==> src/rtl/safecrack_btn_encoder.sv <==
// rtl/safecrack_btn_encoder.sv - keypad front-end: sync, debounce, one-cold encode, multi-press reject
// Optional: define KEY_LEVEL_EN to hold btn at the pressed code until the release debounce completes.
module safecrack_btn_encoder #(
  parameter int unsigned DB_CYCLES = 50000,
  parameter int unsigned CNT_W     = 16
) (
  input  logic       clk,
  input  logic       rst,
  input  logic [3:0] key_n,
  output logic [3:0] btn,
  output logic       btn_valid,
  output logic       multi_err,
  output logic       busy
);

  typedef enum logic [2:0] {
    IDLE      = 3'd0,
    DEB_PRESS = 3'd1,
    EMIT      = 3'd2,
    WAIT_REL  = 3'd3,
    DEB_REL   = 3'd4
  } state_e;

  localparam logic [3:0]       NO_KEY  = 4'b1111;
  localparam logic [CNT_W-1:0] CNT_MAX = CNT_W'(DB_CYCLES - 1);
`ifdef KEY_LEVEL_EN
  localparam bit LEVEL = 1'b1;
`else
  localparam bit LEVEL = 1'b0;
`endif

  logic [3:0]       sync1_q, sync2_q;
  state_e           state_q, state_d;
  logic [CNT_W-1:0] cnt_q, cnt_d;
  logic [3:0]       cand_q, cand_d;
  logic [3:0]       btn_q, btn_d;
  logic             valid_q, valid_d;
  logic             merr_q, merr_d;
  logic             busy_q, busy_d;
  logic [3:0]       cand_act;
  logic             cand_one_cold;

  // Exactly one zero bit in the candidate pattern.
  assign cand_act      = ~cand_q;
  assign cand_one_cold = (cand_act != 4'b0000) && ((cand_act & (cand_act - 4'b0001)) == 4'b0000);

  always_ff @(posedge clk) begin
    if (rst) begin
      sync1_q <= NO_KEY;
      sync2_q <= NO_KEY;
      state_q <= IDLE;
      cnt_q   <= '0;
      cand_q  <= NO_KEY;
      btn_q   <= NO_KEY;
      valid_q <= 1'b0;
      merr_q  <= 1'b0;
      busy_q  <= 1'b0;
    end else begin
      sync1_q <= key_n;
      sync2_q <= sync1_q;
      state_q <= state_d;
      cnt_q   <= cnt_d;
      cand_q  <= cand_d;
      btn_q   <= btn_d;
      valid_q <= valid_d;
      merr_q  <= merr_d;
      busy_q  <= busy_d;
    end
  end

  always_comb begin
    state_d = state_q;
    cnt_d   = cnt_q;
    cand_d  = cand_q;
    btn_d   = LEVEL ? btn_q : NO_KEY;
    valid_d = 1'b0;
    merr_d  = 1'b0;
    case (state_q)
      IDLE: begin
        btn_d = NO_KEY;
        if (sync2_q != NO_KEY) begin
          cand_d  = sync2_q;
          cnt_d   = '0;
          state_d = DEB_PRESS;
        end
      end
      DEB_PRESS: begin
        if (sync2_q != cand_q) begin
          state_d = IDLE;
        end else if (cnt_q == CNT_MAX) begin
          if (cand_one_cold) begin
            state_d = EMIT;
            btn_d   = cand_q;
            valid_d = 1'b1;
          end else begin
            merr_d  = 1'b1;
            state_d = WAIT_REL;
          end
        end else begin
          cnt_d = cnt_q + 1'b1;
        end
      end
      EMIT: state_d = WAIT_REL;
      WAIT_REL: begin
        // Anything other than a full release, including extra buttons, is ignored here.
        if (sync2_q == NO_KEY) begin
          cnt_d   = '0;
          state_d = DEB_REL;
        end
      end
      DEB_REL: begin
        if (sync2_q != NO_KEY) begin
          state_d = WAIT_REL;
        end else if (cnt_q == CNT_MAX) begin
          state_d = IDLE;
          btn_d   = NO_KEY;
        end else begin
          cnt_d = cnt_q + 1'b1;
        end
      end
      default: begin
        state_d = IDLE;
        btn_d   = NO_KEY;
      end
    endcase
    busy_d = (state_d != IDLE);
  end

  assign btn       = btn_q;
  assign btn_valid = valid_q;
  assign multi_err = merr_q;
  assign busy      = busy_q;

endmodule

==> config.mk <==
export PLATFORM = sky130hd
export DESIGN_NAME = safecrack_btn_encoder
export DESIGN_NICKNAME = d
export VERILOG_FILES = /design/src/rtl/safecrack_btn_encoder.sv
export SDC_FILE = /design/constraint.sdc
export NUM_CORES = 1
export LEC_CHECK = 0
export CAP_MARGIN = 20
export CORE_UTILIZATION = 50
export DETAILED_ROUTE_END_ITERATION = 10
export GPL_ROUTABILITY_DRIVEN = 1
export GPL_TIMING_DRIVEN = 0
export PLACE_DENSITY_LB_ADDON = 0.12
export SYNTH_ARGS = -nofsm -noshare
export SYNTH_HDL_FRONTEND = slang
export SYNTH_SLANG_ARGS = --single-unit
==> constraint.sdc <==
create_clock -name clk -period 2.96 [get_ports clk]
set_input_delay 0.592 -clock clk [delete_from_list [all_inputs] [get_ports clk]]
set_output_delay 0.592 -clock clk [all_outputs]
set_load 0.02 [all_outputs]
### Yosys cells after proc, flatten, opt, wreduce, memory -nomap -nowiden

Cells that the tools add are included.

* reductions and logical operators: 10
* muxes and demuxes: 16
* multiply operators: 0
* div/mod/pow operators: 0
* add/sub/neg operators: 2
* shift operators: 0
* equal/unequal tests: 12
* bitwise logic cells: 5
* $lt $le $gt $ge: 0

Operators by type and width (number)
* $mux 16: 5
* $pmux 16 s4: 1
* $mux 3: 6
* $add 16x1->16 const B: 1
* $eq 16x16->1 const B: 1
* $pmux 3 s5: 1
* $ne 2x2->1 const B: 4
* $reduce_bool 4->1: 2
* $eq 3x2->1 const B: 2
* $reduce_and 5->1: 1
* $reduce_or 5->1: 1
* $and 4x4->4: 1
* $eq 4x4->1 const B: 1
* $logic_not 4->1: 1
* $ne 4x4->1: 1
* $ne 4x4->1 const B: 1
* $not 4->4: 1
* $reduce_or 4->1: 1
* $sub 4x1->4 const B: 1
* $eq 3x1->1 const B: 1
* $eq 3x3->1 const B: 1
* $logic_not 3->1: 1
* $mux 1: 3
* $not 1->1: 3
* 3 further kinds: 3

* bits in latches: 0
* word-level logic and storage cells: 54
* RAM bits: 0
* bits in read-only memories: 0
* bits of input ports: 6
* memories: 0
* output and inout port bits: 7
* register bits after elaboration: 38

### Logic depth before layout (Yosys ltp)

* depth in word-level cells: 10
* gate-level depth with buffers: 10
* depth with buffers taken out: 7

### Worst setup path before layout

No wires, ideal clock.

* kind: flip-flop to flip-flop
* from: reg cnt_q[0]
* to: reg cnt_q[2]
* data arrival time: 2265 ps
* buffers on the path: 2
* slack: 625 ps
* period minus slack after synthesis: 2335 ps
* cell stages (with the launch flop): 10
* cell sequence: dfxtp_1 ha_1 and3_1 and4_1 buf_6 or4b_4 buf_6 o21a_4 or3b_1 a21oi_1

* word-level cells in the longest chain between the ends: 4
* elaborated cells on any way between the ends: 6

Ends and longest elaborated chain
* from (decl): line 34 `logic [CNT_W-1:0] cnt_q, cnt_d;`
* from (signal assigned): line 62 `cnt_q <= cnt_d;`
* $add 16x1->16 / $eq 16x16->1 (equally long branches)
* $mux 16 (*): line 90, 114
* $mux 16 (on tied branches): line 112, 88
* $pmux 16 s4 (*): line 78 `case (state_q)`

Every way passes the cells marked *; elsewhere a longest branch is shown, timed or not. The select of a mux whose other input is x is not followed.
A chain may end at the register's enable or synchronous reset.

### Worst setup path in the final report

* from: reg cnt_q[0]
* to: reg cnt_q[6]

The elaborated chain is that of the path after synthesis.

==> flow_metrics.tcl <==
set metrics [dict create \
    area_growth_pct 16.59 \
    cp.required_ns 3.23 \
    grt_pass1_vias 1230 \
    io_pins 13 \
    ant_nets 0 \
    final_net_count 225 \
    synthAdderAreaFrac 0.007184 \
    clk_path_buf_depth 2 \
    synth_compound_area_frac 0.1329 \
    postCtsSetupRepairBufs 0 \
    grt_use_total 0.1955 \
    async_flop_share 0 \
    total_power_mw 1.136 \
    slew_headroom 0.5513 \
    clkTransAtPathRegs_ns 0.10 \
    netlist.area_leader.share 0.4368 \
    synth.ff_latch_count 38 \
    yosysSeqAreaShare 0.4368 \
    arrival_ns 2.80 \
    startpoint_type "flip-flop" \
    syn_area_per_cell_um2 8.752 \
    grt_overflow 0 \
    slowest_delay_ns 0.53 \
    seq_area_um2 760.7 \
    fin_cells 265 \
    ys_top_cells_by_area "dfxtp_1 44%, xnor2_1 4.0%, nor2_1 3.9%" \
    fillerInstances 305 \
    cp_cell_sequence "ha_1 > and3_1 > and4_1 > buf_6 > or4b_4 > buf_6 > o21a_4 > or3_1 > a31oi_1" \
    synth_area_um2 1742 \
    vdd_drop_max_mv 0.2911 \
    grt_pass1_wl_um 5237 \
    period_minus_slack_ns 2.527 \
    switching_share 0.2277 \
    cts_resized 0 \
    vias_per_cell 5.396 \
    drive_gt1_frac 0.1142 \
    synth_mux_area_frac 0.01221 \
    multi_input_area_um2 894.6 \
    antenna_found_initial 0 \
    clkPwrFrac 0.399 \
    die_area_um2 3723 \
    utilization 0.6085 \
    leakage_nw 0.7295 \
    status "complete, no violations" \
    synthCells 199 \
    final-setup-viol-count 0 \
    p_switching_mw 0.2586 \
    wirelength_um 3296 \
    finalCritPeriodShare 0.8539 \
    drc 0 \
    vias 1430 \
    placementRows 21 \
    start_util 0.5219 \
    fin_skew_ns 0.008578 \
    synth_ff_type "dfxtp_1" \
    critPathTopFamily "simple AND/OR/NAND/NOR gates" \
    cts_tree "yes" \
    finalHoldViolCount 0 \
    cts.root.buffer_cell "clkbuf_4" \
    cts.sinks 38 \
    yosysUniqueCellTypes 42 \
    antenna_cells 0 \
    dieWidth_um 61.02 \
    worstSetupPathType "reg2reg" \
    cp_max_fo 8 \
    portBuffers 12 \
    worstMarginPinSlew_ns 0.6670 \
    clkLatencyLatePin_ns 0.35 \
    htreeDepth 2 \
    maxSlewViolCount 0 \
    power.share.sequential 0.480 \
    fin_setup_tns_ns 0 \
    p_int_mw 0.8770 \
    die_height_um 61.02 \
    synth_xor_area_frac 0.05532 \
    drtIter0Drc 50 \
    gp_congestion 0.7945 \
    hp-class "reg2reg" \
    synth_top_family_by_area "simple AND/OR/NAND/NOR gates" \
    synth_edf_count 0 \
    wire_per_inst_um 12.44 \
    critPathCaptureType "flip-flop" \
    dp_hpwl_um 2409 \
    path_buf_inv 2 \
    crit_path_frequent_cell "buf_6" \
    synth.net_count 206 \
    worst_path_max_delay_cell "or4b_4" \
    holdBufCountCts 0 \
    combPwrFrac 0.121 \
    ys.warnings.count 0 \
    fmax_mhz 395.7 \
    cts_buffers 5 \
    p_per_area_nw_per_um2 559.2 \
    synth_top_cell_by_area "dfxtp_1" \
    max_cap_viol_count 0 \
    grt_max_degree 13 \
    first_pass_iters 4 \
    grt_setup_unrepaired "no" \
    place_inst 257 \
    coreArea_um2 3337 \
    synth-simple-area-share 0.3060 \
]
-- synth_stat cells, types with 2 or more instances --
cell type / number
nand4_1: 4
or2_2: 8
a21oi_1: 9
o21ai_0: 2
nor2_1: 18
or3_1: 8
dfxtp_1: 38
clkbuf_1: 5
nand2b_1: 3
a211o_1: 4
and3_1: 3
nor2b_1: 3
o21ai_1: 6
inv_1: 8
nor3_1: 3
or2_1: 5
or3b_1: 3
nand3_1: 8
buf_6: 2
nand4b_1: 3
nand2_1: 16
a31oi_1: 4
buf_2: 3
nor4bb_1: 2
o211ai_1: 2
a211oi_1: 4
xor2_1: 3
xnor2_1: 8
-- metal layers --
| layer | wire [um] | part of all wire | track usage | vias to the layer above |
|---|---|---|---|---|
| li1 | - | - | - | 734 |
| met1 | 1558 | 0.47 | 0.2267 | 653 |
| met2 | 1488 | 0.45 | 0.3261 | 35 |
| met3 | 166 | 0.050 | 0.06092 | 8 |
| met4 | 82 | 0.025 | 0.09740 | 0 |
| met5 | 0 | 0 | 0 | - |
-- registers in the layout, summed over array words and instances (netlist names), 3 cells and up --
signal	cells
btn	4
cand_q	4
cnt_q	16
state_q	3
sync1_q	4
sync2_q	4
-- path summary, 6_finish.rpt --
kind | endpoint | slack [ns] | depth (start not counted) | startpoint
worst max-delay path | cnt_q[6] | 0.43 | 9 | cnt_q[0]
worst min-delay path | sync2_q[3] | 0.42 | 1 | sync1_q[3]
worst max register to register | cnt_q[6] | 0.43 | 9 | cnt_q[0]
worst min register to register | sync2_q[3] | 0.42 | 1 | sync1_q[3]
-- power groups by stage --
| stage | Sequential [mW] | Clock (mW) | Combinational [mW] |
|---|---|---|---|
| detailed placement | 0.557 | 0 | 0.138 |
| floorplan | 0.555 | 0 | 0.102 |
| finish | 0.545 | 0.454 | 0.137 |
| global placement | 0.555 | 0 | 0.133 |
| CTS | 0.545 | 0.462 | 0.139 |
| global route | 0.548 | 0.479 | 0.152 |
-- cells by family after synthesis --
| kind of cell | count (synthesis) |
|---|---|
| compound gates | 35 |
| xor+xnor | 11 |
| fa+ha+maj | 1 |
| buf+inv | 18 |
| flops | 38 |
| mux | 2 |
| simple gates | 94 |
-- final cells by class --
class | count | area share
multi-input cells | 143 | 0.4405
flip-flops and latches | 38 | 0.3746
repair buffers | 12 | 0.05915
clock inverters | 2 | 0.02957
well taps | 46 | 0.02834
plain buffers | 10 | 0.02773
clock buffers | 6 | 0.02526
inverters | 8 | 0.01479
-- stage by stage --
stage	setup slack [ns]	hold slack, ns	area (um^2)
5_1_grt	0.3392	0.4346	2031
3_3_place_gp	0.5034	0.3919	1919
4_1_cts	0.4286	0.4192	2031
3_5_place_dp	0.4476	0.3928	1919
2_1_floorplan	0.6250	0.3895	1742
6_report	0.4326	0.4172	2031
-- placed cells by master, fill, tap and decap left out, types with 2 or more instances in the layout --
master / instances
o21ai_1: 6
xor2_1: 3
inv_1: 8
nor4bb_1: 2
a21oi_1: 9
nand4b_1: 3
nor2_1: 18
o211ai_1: 2
a211oi_1: 4
a211o_1: 4
xnor2_1: 8
nor2b_1: 3
clkdlybuf4s50_1: 12
or2_1: 5
clkbuf_4: 5
nand3_1: 8
nand2_1: 16
a31oi_1: 4
or2_2: 8
bufinv_16: 2
o21ai_0: 2
dfxtp_1: 38
nand4_1: 4
buf_6: 2
or3b_1: 3
and3_1: 3
nand2b_1: 3
buf_2: 3
clkbuf_1: 5
or3_1: 8
nor3_1: 3
Note: power is estimated with default switching activity, not from simulation.
